## src/rtl/axis_cpu_prog_loader_pkg.sv

```systemverilog
// Shared definitions for the AXI-Stream program loader: section type codes
// and FSM state encodings.
package axis_cpu_prog_loader_pkg;

  localparam logic [7:0] LOADER_TYPE_INST = 8'h01;
  localparam logic [7:0] LOADER_TYPE_IMM  = 8'h02;
  localparam logic [7:0] LOADER_TYPE_JMP  = 8'h03;
  localparam logic [7:0] LOADER_TYPE_END  = 8'hFF;

  localparam logic [2:0] LOADER_ST_HDR    = 3'd0;
  localparam logic [2:0] LOADER_ST_INST_W = 3'd1;
  localparam logic [2:0] LOADER_ST_INST_E = 3'd2;
  localparam logic [2:0] LOADER_ST_TBL    = 3'd3;
  localparam logic [2:0] LOADER_ST_DRAIN  = 3'd4;

  localparam logic [16:0] LOADER_TBL_DEPTH = 17'd16;

  function automatic logic loader_is_tbl(input logic [7:0] t);
    return (t == LOADER_TYPE_IMM) || (t == LOADER_TYPE_JMP);
  endfunction

endpackage

```

## src/rtl/axis_cpu_prog_loader.sv

```systemverilog
// Unpacks a sectioned program image from an AXI-Stream slave into the
// instruction memory, immediates table and jump-offset table write ports.
module axis_cpu_prog_loader
  import axis_cpu_prog_loader_pkg::*;
#(
  parameter int CODE_ADDR_WIDTH = 10
) (
  input  logic                       clk,
  input  logic                       rst,
  input  logic [31:0]                s_axis_tdata,
  input  logic                       s_axis_tvalid,
  output logic                       s_axis_tready,
  input  logic                       s_axis_tlast,
  output logic [CODE_ADDR_WIDTH-1:0] inst_mem_wr_addr,
  output logic [7:0]                 inst_mem_wr_data,
  output logic                       inst_mem_wr_en,
  output logic [3:0]                 imm_wr_addr,
  output logic [31:0]                imm_wr_data,
  output logic                       imm_wr_en,
  output logic [3:0]                 jmp_off_wr_addr,
  output logic [7:0]                 jmp_off_wr_data,
  output logic                       jmp_off_wr_en,
  output logic                       busy,
  output logic                       done,
  output logic                       err
);

  localparam logic [16:0] INST_MAX = 17'd1 << CODE_ADDR_WIDTH;

  logic [2:0]                 state, state_n;
  logic [7:0]                 sec_type, sec_type_n;
  logic [16:0]                cnt, cnt_n;
  logic [4:0]                 idx, idx_n;
  logic [1:0]                 bidx, bidx_n;
  logic [31:0]                word, word_n;
  logic [CODE_ADDR_WIDTH-1:0] baddr, baddr_n;

  logic                       tready_n;
  logic [CODE_ADDR_WIDTH-1:0] inst_addr_n;
  logic [7:0]                 inst_data_n;
  logic                       inst_en_n;
  logic [3:0]                 imm_addr_n, jmp_addr_n;
  logic [31:0]                imm_data_n;
  logic [7:0]                 jmp_data_n;
  logic                       imm_en_n, jmp_en_n;
  logic                       busy_n, done_n, err_n;

  logic        hs;
  logic [7:0]  hdr_type;
  logic [16:0] hdr_cnt;
  logic        tbl_last;

  assign hs       = s_axis_tvalid & s_axis_tready;
  assign hdr_type = s_axis_tdata[31:24];
  assign hdr_cnt  = {1'b0, s_axis_tdata[15:0]};
  assign tbl_last = (17'(idx) + 17'd1) == cnt;

  always_comb begin
    state_n     = state;
    sec_type_n  = sec_type;
    cnt_n       = cnt;
    idx_n       = idx;
    bidx_n      = bidx;
    word_n      = word;
    baddr_n     = baddr;
    inst_addr_n = inst_mem_wr_addr;
    inst_data_n = inst_mem_wr_data;
    inst_en_n   = 1'b0;
    imm_addr_n  = imm_wr_addr;
    imm_data_n  = imm_wr_data;
    imm_en_n    = 1'b0;
    jmp_addr_n  = jmp_off_wr_addr;
    jmp_data_n  = jmp_off_wr_data;
    jmp_en_n    = 1'b0;
    busy_n      = busy;
    done_n      = 1'b0;
    err_n       = err;

    case (state)
      LOADER_ST_HDR: if (hs) begin
        sec_type_n = hdr_type;
        cnt_n      = hdr_cnt;
        idx_n      = '0;
        baddr_n    = '0;
        err_n      = 1'b0;
        busy_n     = 1'b1;
        if (hdr_type == LOADER_TYPE_END && s_axis_tlast) begin
          busy_n = 1'b0;
          done_n = 1'b1;
        end else if (s_axis_tlast) begin
          // Image ended on a non-END header: abandon without draining.
          err_n  = 1'b1;
          busy_n = 1'b0;
        end else if (hdr_type == LOADER_TYPE_INST) begin
          if (hdr_cnt > INST_MAX) begin
            err_n   = 1'b1;
            state_n = LOADER_ST_DRAIN;
          end else if (hdr_cnt != '0) begin
            state_n = LOADER_ST_INST_W;
          end
        end else if (loader_is_tbl(hdr_type)) begin
          if (hdr_cnt > LOADER_TBL_DEPTH) begin
            err_n   = 1'b1;
            state_n = LOADER_ST_DRAIN;
          end else if (hdr_cnt != '0) begin
            state_n = LOADER_ST_TBL;
          end
        end else begin
          err_n   = 1'b1;
          state_n = LOADER_ST_DRAIN;
        end
      end

      LOADER_ST_INST_W: if (hs) begin
        if (s_axis_tlast) begin
          err_n   = 1'b1;
          busy_n  = 1'b0;
          state_n = LOADER_ST_HDR;
        end else begin
          word_n  = s_axis_tdata;
          bidx_n  = '0;
          state_n = LOADER_ST_INST_E;
        end
      end

      LOADER_ST_INST_E: begin
        inst_en_n   = 1'b1;
        inst_addr_n = baddr;
        inst_data_n = word[{bidx, 3'b000} +: 8];
        baddr_n     = baddr + 1'b1;
        cnt_n       = cnt - 17'd1;
        bidx_n      = bidx + 2'd1;
        if (cnt == 17'd1)      state_n = LOADER_ST_HDR;
        else if (bidx == 2'd3) state_n = LOADER_ST_INST_W;
      end

      LOADER_ST_TBL: if (hs) begin
        if (s_axis_tlast) begin
          // The tlast word itself is dropped; earlier writes stand.
          err_n   = 1'b1;
          busy_n  = 1'b0;
          state_n = LOADER_ST_HDR;
        end else begin
          if (sec_type == LOADER_TYPE_IMM) begin
            imm_en_n   = 1'b1;
            imm_addr_n = idx[3:0];
            imm_data_n = s_axis_tdata;
          end else begin
            jmp_en_n   = 1'b1;
            jmp_addr_n = idx[3:0];
            jmp_data_n = s_axis_tdata[7:0];
          end
          idx_n = idx + 5'd1;
          if (tbl_last) state_n = LOADER_ST_HDR;
        end
      end

      LOADER_ST_DRAIN: if (hs && s_axis_tlast) begin
        busy_n  = 1'b0;
        state_n = LOADER_ST_HDR;
      end

      default: state_n = LOADER_ST_HDR;
    endcase

    tready_n = (state_n != LOADER_ST_INST_E);
  end

  always_ff @(posedge clk or negedge rst) begin
    if (!rst) begin
      state            <= LOADER_ST_HDR;
      sec_type         <= '0;
      cnt              <= '0;
      idx              <= '0;
      bidx             <= '0;
      word             <= '0;
      baddr            <= '0;
      s_axis_tready    <= 1'b0;
      inst_mem_wr_addr <= '0;
      inst_mem_wr_data <= '0;
      inst_mem_wr_en   <= 1'b0;
      imm_wr_addr      <= '0;
      imm_wr_data      <= '0;
      imm_wr_en        <= 1'b0;
      jmp_off_wr_addr  <= '0;
      jmp_off_wr_data  <= '0;
      jmp_off_wr_en    <= 1'b0;
      busy             <= 1'b0;
      done             <= 1'b0;
      err              <= 1'b0;
    end else begin
      state            <= state_n;
      sec_type         <= sec_type_n;
      cnt              <= cnt_n;
      idx              <= idx_n;
      bidx             <= bidx_n;
      word             <= word_n;
      baddr            <= baddr_n;
      s_axis_tready    <= tready_n;
      inst_mem_wr_addr <= inst_addr_n;
      inst_mem_wr_data <= inst_data_n;
      inst_mem_wr_en   <= inst_en_n;
      imm_wr_addr      <= imm_addr_n;
      imm_wr_data      <= imm_data_n;
      imm_wr_en        <= imm_en_n;
      jmp_off_wr_addr  <= jmp_addr_n;
      jmp_off_wr_data  <= jmp_data_n;
      jmp_off_wr_en    <= jmp_en_n;
      busy             <= busy_n;
      done             <= done_n;
      err              <= err_n;
    end
  end

endmodule

```

## config.mk

```make
export PLATFORM = sky130hd
export DESIGN_NAME = axis_cpu_prog_loader
export DESIGN_NICKNAME = d
export VERILOG_FILES = /design/src/rtl/axis_cpu_prog_loader_pkg.sv /design/src/rtl/axis_cpu_prog_loader.sv
export SDC_FILE = /design/constraint.sdc
export NUM_CORES = 1
export LEC_CHECK = 0
export CAP_MARGIN = 10
export CORE_ASPECT_RATIO = 0.7
export CORE_MARGIN = 2
export CORE_UTILIZATION = 47
export DETAILED_ROUTE_END_ITERATION = 8
export GPL_TIMING_DRIVEN = 0
export PLACE_DENSITY = 0.8
export SLEW_MARGIN = 5
export SYNTH_ARGS = -nofsm -noshare
export SYNTH_HDL_FRONTEND = slang
export SYNTH_SLANG_ARGS = --single-unit
```

## constraint.sdc

```tcl
create_clock -name clk -period 2.4 [get_ports clk]
set_input_delay 0.48 -clock clk [delete_from_list [all_inputs] [get_ports clk]]
set_output_delay 0.48 -clock clk [all_outputs]
set_load 0.01 [all_outputs]
```

==> out/results.tsv, run 1 <==
metric	value	unit
status	complete, but fails checks	
failing checks	hold timing	
clk slew on worst S/H paths	60	ps
drt first-iter violations	380	
die area	15000	um^2
Fillers	1074	
Starting Density	0.477	
fraction of layout cells with a size suffix above 1	0.177	
top cells by area, synth	dfrtp_1 (57%), mux2_2 (8.7%), nand2_1 (6.4%), mux2_1 (5.0%), mux4_2 (2.7%)	
largest net degree at the start of global routing	101	
hold_buf cts	0	
I/O Buffers	108	
Vias/cell	5.73	
CP Class	input pin to flop	
GRT Total Usage	0.251	
CTS sink cnt	150	
register area share after synthesis	0.569	
Synth Register Bits	150	
worst r2r path cells	7	
maximum vdd drop	678	uV
Worst Tran Pin Value	745	ps
multi-input combinational cell area	2750	um^2
Final Hold Fails	14	
GPL Wtd Cong	0.854	
die height	103	um
GR Overflow Total	0	
total core area	13800	um^2
final WL	17700	um
clk_skew	7.78	ps
Tmin final	2350	ps
internal reg-to-reg setup slack	60	ps
WP data required	2700	ps
Synth Warn #	0	
DR pass1 iterations	5	
syn_nets	598	
worst-path cell chain	clkdlybuf4s50_1 -> and4bb_1 -> nor2b_1 -> buf_2 -> nand3_4 -> buf_4 -> mux2_1	
CP Data Arrival Time	2660	ps
unrepaired setup endpoints after global routing	yes	
worst skew pair latency	430	ps
FP Rows	36	
Finished Layout Cells	891	
area of the mapped netlist	6590	um^2
die width	146	um
CTS tree	done	
DR WL/cell	19.9	um
Fmax	425	MHz
Most used DFF post-synth	dfrtp_1	
WHS	-10.4	ps
DRC viols	0	
Synth Instances	557	
top-area cell type share of the netlist area	0.569	
crit path max fanout	10	
# setup viols final	0	
Pwr Density	1070	nW/um^2
nets	729	
final period utilization	0.980	
Area Overhead vs Synth	31.8	%
Core Util, Final	0.628	
vias	5104	
Leak	4.08	nW
r2r endpoint	cnt[16]	
r2r startpoint	cnt[0]	
Tightest Hold Check Type	input pin to asynchronous set/reset pin	
H-tree levels	4	
CP Launch Type	input pin	
Critical Path End Type	flop	
vias in the first global route	5449	
diodes inserted	0	
I/O pin total	109	
slew margin rel.	0.504	
Post-synth EDFFs	0	
Slew Viols, Final	0	
asr flop ratio synth	1.00	
Yosys cell types	60	
total clock buffers created by CTS	17	
Avg Cell Area, Syn	11.8	um^2
peak per-stage delay on the critical path	510	ps
Worst path slowest cell	clkdlybuf4s50_1	
first-pass GRT wire length	28700	um
Routed Antenna Nets	0	
area leader, netlist	dfrtp_1	
Max-cap violations	0	
DP HPWL	12400	um
Root Buffer	clkbuf_16	
placed cells	856	
initial antenna violation count	0	
clock buffer depth	2	
Reg area	3760	um^2
==> report_power, final <==
part	internal (mW)	leakage, nW	switching [mW]
clock	1.85	0.313	1.06
sequential	3.20	1.98	0.509
combinational	1.32	1.80	1.35
==> state kept, by name, summed over array words and instances, names as in the netlist <==
signal            cells
jmp_off_wr_data       8
inst_mem_wr_addr     10
jmp_off_wr_en         1
idx                   5
busy                  1
imm_wr_data          32
bidx                  2
done                  1
err                   1
state                 3
baddr                10
s_axis_tready         1
sec_type              8
inst_mem_wr_data      8
jmp_off_wr_addr       4
word                 32
inst_mem_wr_en        1
imm_wr_en             1
cnt                  17
imm_wr_addr           4
==> Yosys cell counts (3+ instances only) <==
library cell  instances
dfrtp_1             150
nand2_1             112
mux2_2               51
mux2_1               29
nor2_1               24
nand3_1              19
o21ai_0              17
clkbuf_1             11
buf_2                 9
nand4_1               9
o211ai_1              9
mux4_2                8
nor3_1                7
nor4_1                7
inv_1                 6
buf_1                 5
ha_1                  5
and3_1                4
o31ai_1               4
or3_1                 4
or4_1                 4
xnor2_1               4
a21o_1                3
a21oi_1               3
a31oi_1               3
o311ai_0              3
o311ai_1              3
xor2_1                3
==> worst max-delay path, delay by kind of cell <==
kind          cells  cell delay, ps
simple gates      3             800
mux               1             330
buf+inv           3            1030
==> cells in the final DEF, fill, tap and decap left out, types with 7 or more instances in the layout <==
master           count
mux4_2               8
clkbuf_1            13
nor3_1               7
nand3_1             19
mux2_1              29
o211ai_1             9
nand4_1              9
mux2_2              51
clkbuf_16           17
nor2_1              24
buf_2                7
o21ai_0             17
buf_4                7
dfrtp_1            148
clkdlybuf4s50_1    102
nand2_1            112
==> per-layer routing <==
metal | up-vias | part of all wire | track usage
li1 | 2250 | - | -
met1 | 2573 | 0.43 | 0.317
met2 | 239 | 0.46 | 0.408
met3 | 42 | 0.097 | 0.0854
met4 | 0 | 0.020 | 0.0965
met5 | - | 0 | 0
==> cells by family (layout without fill, tap and decap cells) <==
kind of cell	count (synthesis)	after routing	synth area share
adder cells (fa/ha/maj)	5	5	0.00949
buffers and inverters	34	178	0.0228
multiplexers	90	90	0.167
flip-flops	150	150	0.569
AND/OR/NAND/NOR	209	209	0.149
AO/OA/AOI/OAI	60	60	0.0659
XOR/XNOR	9	9	0.0161
==> repair_timing <==
item                       4_1_cts  5_1_grt
setup endpoints to repair       52       45
gates resized for setup          5       22
pin swaps                        0        2
buffers inserted                 0        4
==> cell type report <==
cell class,count,area share
clock buffer,20,0.0503
buffer,26,0.0153
inverter,7,0.00302
timing repair buffer,113,0.133
tap,190,0.0274
clock inverter,12,0.0230
multi-input combinational,373,0.316
sequential,150,0.432
==> worst max path at each step <==
stage                         start              end  slack (ps)  cells after the start
floorplan                    cnt[0]          cnt[12]         260                      7
global placement                rst   imm_wr_data[1]       -4860                      1
detailed placement    s_axis_tvalid          cnt[14]        -760                      6
CTS                 s_axis_tdata[6]         state[1]           3                      6
global route                 cnt[0]          cnt[12]         -30                      7
finish                 s_axis_tlast  imm_wr_data[25]          50                      7
==> stage by stage <==
stage               hold WS (ps)  total power, mW  setup WS [ps]  setup TNS [ps]  area [um^2]
floorplan                    184             5.16            259               0         6590
global placement             456             6.07          -4860         -763640         7910
detailed placement           453             6.23           -760          -40790         7940
CTS                         2.93             9.21           2.53               0         8610
global route                28.8             9.77          -30.8            -158         8690
finish                     -10.4             9.29           47.1               0         8690
Power figures use the tool's default switching activity.
==> run 2: changes to the inputs <==
Settings changed: GPL_ROUTABILITY_DRIVEN from default to 0.
==> out/results.tsv, run 2 (same netlist as run 1, synthesis figures left out) <==
metric	value	unit
status	finished, final reports clean	
die width	146	um
Area Overhead vs Synth	31.5	%
CTS sink cnt	150	
unrepaired setup endpoints after global routing	no	
GRT Total Usage	0.247	
largest net degree at the start of global routing	98	
Vias/cell	5.74	
CTS tree	done	
Starting Density	0.477	
clock buffer depth	2	
nets	731	
Core Util, Final	0.627	
first-pass GRT wire length	28300	um
Tmin final	2290	ps
Highest Signal Layer	met4	
clk slew on worst S/H paths	70	ps
setup tns final	0	ps
fraction of layout cells with a size suffix above 1	0.182	
commonest non-fill, non-tap cells in the layout	dfrtp_1 (149), nand2_1 (112), clkdlybuf4s50_1 (102)	
WP data required	2680	ps
die area	15000	um^2
# setup viols final	0	
Pwr Density	1050	nW/um^2
H-tree levels	4	
Max-cap violations	0	
Critical Path End Type	flop	
final period utilization	0.954	
CP Launch Type	input pin	
Fmax	437	MHz
Slew Viols, Final	0	
DP HPWL	11800	um
Placed Area	7940	um^2
Top Registers	imm_wr_data x32, word x32, cnt x17	
WL met3	1720	um
Leak	4.05	nW
Worst Tran Pin Value	765	ps
CP Class	input pin to flop	
clk_skew	9.83	ps
worst skew pair latency	430	ps
I/O pin total	109	
fin area	8670	um^2
I/O Buffers	108	
Routed Antenna Nets	0	
slew margin rel.	0.490	
DR WL/cell	19.5	um
hold_buf cts	0	
worst r2r path cells	8	
initial antenna violation count	0	
drt first-iter violations	468	
Final Hold Fails	0	
FP Rows	36	
vias in the first global route	5301	
CP Data Arrival Time	2570	ps
WHS	3.69	ps
total core area	13800	um^2
DR pass1 iterations	7	
Tightest Hold Check Type	input pin to asynchronous set/reset pin	
maximum vdd drop	707	uV
vias	5123	
M1 wire length	7510	um
most common cell after layout, fill and taps aside	dfrtp_1	
die height	103	um
total power	9.10	mW
DR WL met2	7850	um
diodes inserted	0	
GR Overflow Total	0	
total clock buffers created by CTS	17	
final WL	17400	um
crit path max fanout	4	
Root Buffer	clkbuf_16	
DRC viols	0	
## run 2: cell type report
class                   instances  area [um^2]
plain buffers                  27          145
clock buffers                  19          443
clock inverters                13          170
fillers                      1049         5160
inverters                       7         26.3
multi-input cells             373         2740
flip-flops and latches        150         3750
well taps                     190          238
repair buffers                114         1160
## run 2: timing repair
action                     in CTS  in global routing
setup endpoints to repair      53                 46
resized for setup               7                 21
pin swaps                       1                  1
setup buffers                   1                  4
## run 2: through the flow
stage                     setup slack [ps]  cells
after floorplan                        259    557
after global placement               -4830    855
after detailed placement              -785    856
after CTS                             7.06    889
after global routing                  2.42    893
final                                  109    893
## run 2: worst paths after layout
kind / startpoint / to / slack, ps
hold reg to reg: inst_mem_wr_addr[9] / inst_mem_wr_addr[9] / 480
min in group clk: inst_mem_wr_addr[9] / inst_mem_wr_addr[9] / 480
max in group asynchronous: rst / cnt[0] / 1520
hold / removal: rst / inst_mem_wr_en / 4
setup / recovery: s_axis_tdata[8] / state[0] / 110
setup reg to reg: cnt[0] / cnt[14] / 110
## run 2: per-layer routing
metal	GRT usage	up-vias
met2	0.392	243
met4	0.0860	0
met3	0.0863	34
met5	0	-
li1	-	2263
met1	0.321	2583
## run 2: where the power goes
part / switching, mW / internal, mW / total (mW)
Sequential: 0.512 / 3.20 / 3.71
Combinational: 1.31 / 1.29 / 2.61
Clock: 1.11 / 1.68 / 2.79
Total: 2.94 / 6.17 / 9.10
## run 2: critical path: stages
cell and delay, ps:
clkdlybuf4s50_1 530, or4_1 500, or3_1 370, or4_1 430, o311ai_2 120, o211ai_2 140
==> run 3: changes to the inputs <==
Settings changed: DONT_BUFFER_PORTS from default to 1, PLACE_DENSITY 0.8 to 0.7.
==> out/results.tsv, run 3 (same netlist as run 1, synthesis figures left out) <==
metric	value	unit
status	complete, but fails checks	
failing checks	hold timing	
WP data required	2690	ps
Critical Path End Type	flop	
Fmax	441	MHz
worst setup margin	131	ps
Leak	3.60	nW
unrepaired setup endpoints after global routing	no	
nets	620	
fraction of layout cells with a size suffix above 1	0.213	
total power	8.49	mW
CP Class	flop to flop	
Tightest Hold Check Type	input pin to asynchronous set/reset pin	
I/O Buffers	0	
GR Overflow Total	0	
Final Hold Fails	150	
largest net degree at the start of global routing	151	
Starting Density	0.477	
diodes inserted	0	
Core Util, Final	0.543	
H-tree levels	4	
DRC viols	0	
final period utilization	0.945	
initial antenna violation count	0	
Routed Antenna Nets	0	
FP Rows	36	
Root Buffer	clkbuf_16	
CP Launch Type	flop	
Slew Viols, Final	0	
crit path max fanout	4	
slew margin rel.	0.496	
most common cell after layout, fill and taps aside	dfrtp_1	
die height	103	um
Worst Tran Pin Value	755	ps
maximum vdd drop	565	uV
WHS	-246	ps
worst skew pair latency	420	ps
Max-cap violations	0	
I/O pin total	109	
Tmin final	2270	ps
DP HPWL	11200	um
clk slew on worst S/H paths	70	ps
CP Data Arrival Time	2560	ps
DR WL/cell	20.6	um
Top Registers	imm_wr_data x32, word x32, cnt x17	
drt first-iter violations	396	
vias	4587	
setup tns final	0	ps
total core area	13800	um^2
die width	146	um
Area Overhead vs Synth	13.9	%
DR pass1 iterations	5	
Pwr Density	1130	nW/um^2
GRT Total Usage	0.226	
clk_skew	7.90	ps
total clock buffers created by CTS	17	
Vias/cell	5.87	
CTS tree	done	
CTS sink cnt	150	
# setup viols final	0	
final WL	16100	um
commonest non-fill, non-tap cells in the layout	dfrtp_1 (148), nand2_1 (112), mux2_2 (51)	
first-pass GRT wire length	25800	um
clock buffer depth	2	
vias in the first global route	4691	
dpl ws	-261	ps
die area	15000	um^2
[run 3: cell types whose count changed in the layout (fill, tap and decap cells not counted), moves of 2 or more]
cell             previous run  this run
dlymetal6s2s_1              4         0
buf_2                       6         8
inv_1                       6         4
inv_2                       1         3
inv_6                       3         6
clkdlybuf4s50_1           102         0
buf_6                       5         1
bufinv_16                   3         1
inv_8                       0         5
clkinvlp_4                  3         0
clkinv_4                    3         1
[run 3: per-stage QoR]
| step | instance area (um^2) | std cells |
|---|---|---|
| 2_1_floorplan | 6590 | 557 |
| 3_3_place_gp | 6830 | 747 |
| 3_5_place_dp | 6830 | 747 |
| 4_1_cts | 7430 | 779 |
| 5_1_grt | 7510 | 782 |
| 6_report | 7510 | 782 |
[run 3: path summary, 6_finish.rpt]
path                                  start  cells past startpoint  slack (ps)          end
setup / recovery                     cnt[1]                      7         130      cnt[12]
hold / removal                          rst                      0        -250     word[13]
setup reg to reg                     cnt[1]                      7         130      cnt[12]
hold reg to reg                 sec_type[1]                      2         490  sec_type[1]
max in group asynchronous               rst                      0        2470         busy
min in group clk           s_axis_tdata[28]                      2         170  sec_type[4]
[run 3: timing repair]
action,CTS,global route
setup buffers,0,4
gates resized for setup,3,13
gates cloned,0,0
setup endpoints to repair,16,39
pin swaps,0,3
endpoints found under the hold margin,150,150
[run 3: where the power goes]
part | leakage (nW) | switching [mW] | internal [mW]
Sequential | 1.98 | 0.625 | 3.20
Combinational | 1.33 | 1.03 | 0.974
Clock | 0.293 | 1.18 | 1.48
[run 3: cell type report]
class | count | area, um^2
Sequential cell | 150 | 3760
Clock inverter | 15 | 158
Multi-Input combinational cell | 373 | 2750
Buffer | 26 | 124
Timing Repair Buffer | 4 | 30.0
Clock buffer | 17 | 425
Fill cell | 1163 | 6320
Tap cell | 190 | 238
Inverter | 7 | 26.3
[run 3: worst max-delay path, stage by stage, from the launching register on]
cell and delay, ps:
dfrtp_2 430, inv_2 100, ha_4 150, or3b_4 410, nor4_4 300, or3b_4 460
o211ai_1 190, o311ai_1 110
[run 3: layer usage]
layer	wire length, um	track usage	vias up
met5	0	0	-
met1	7430	0.317	2329
met2	6890	0.335	198
met3	1540	0.0708	23
li1	-	-	2037
met4	213	0.0792	0
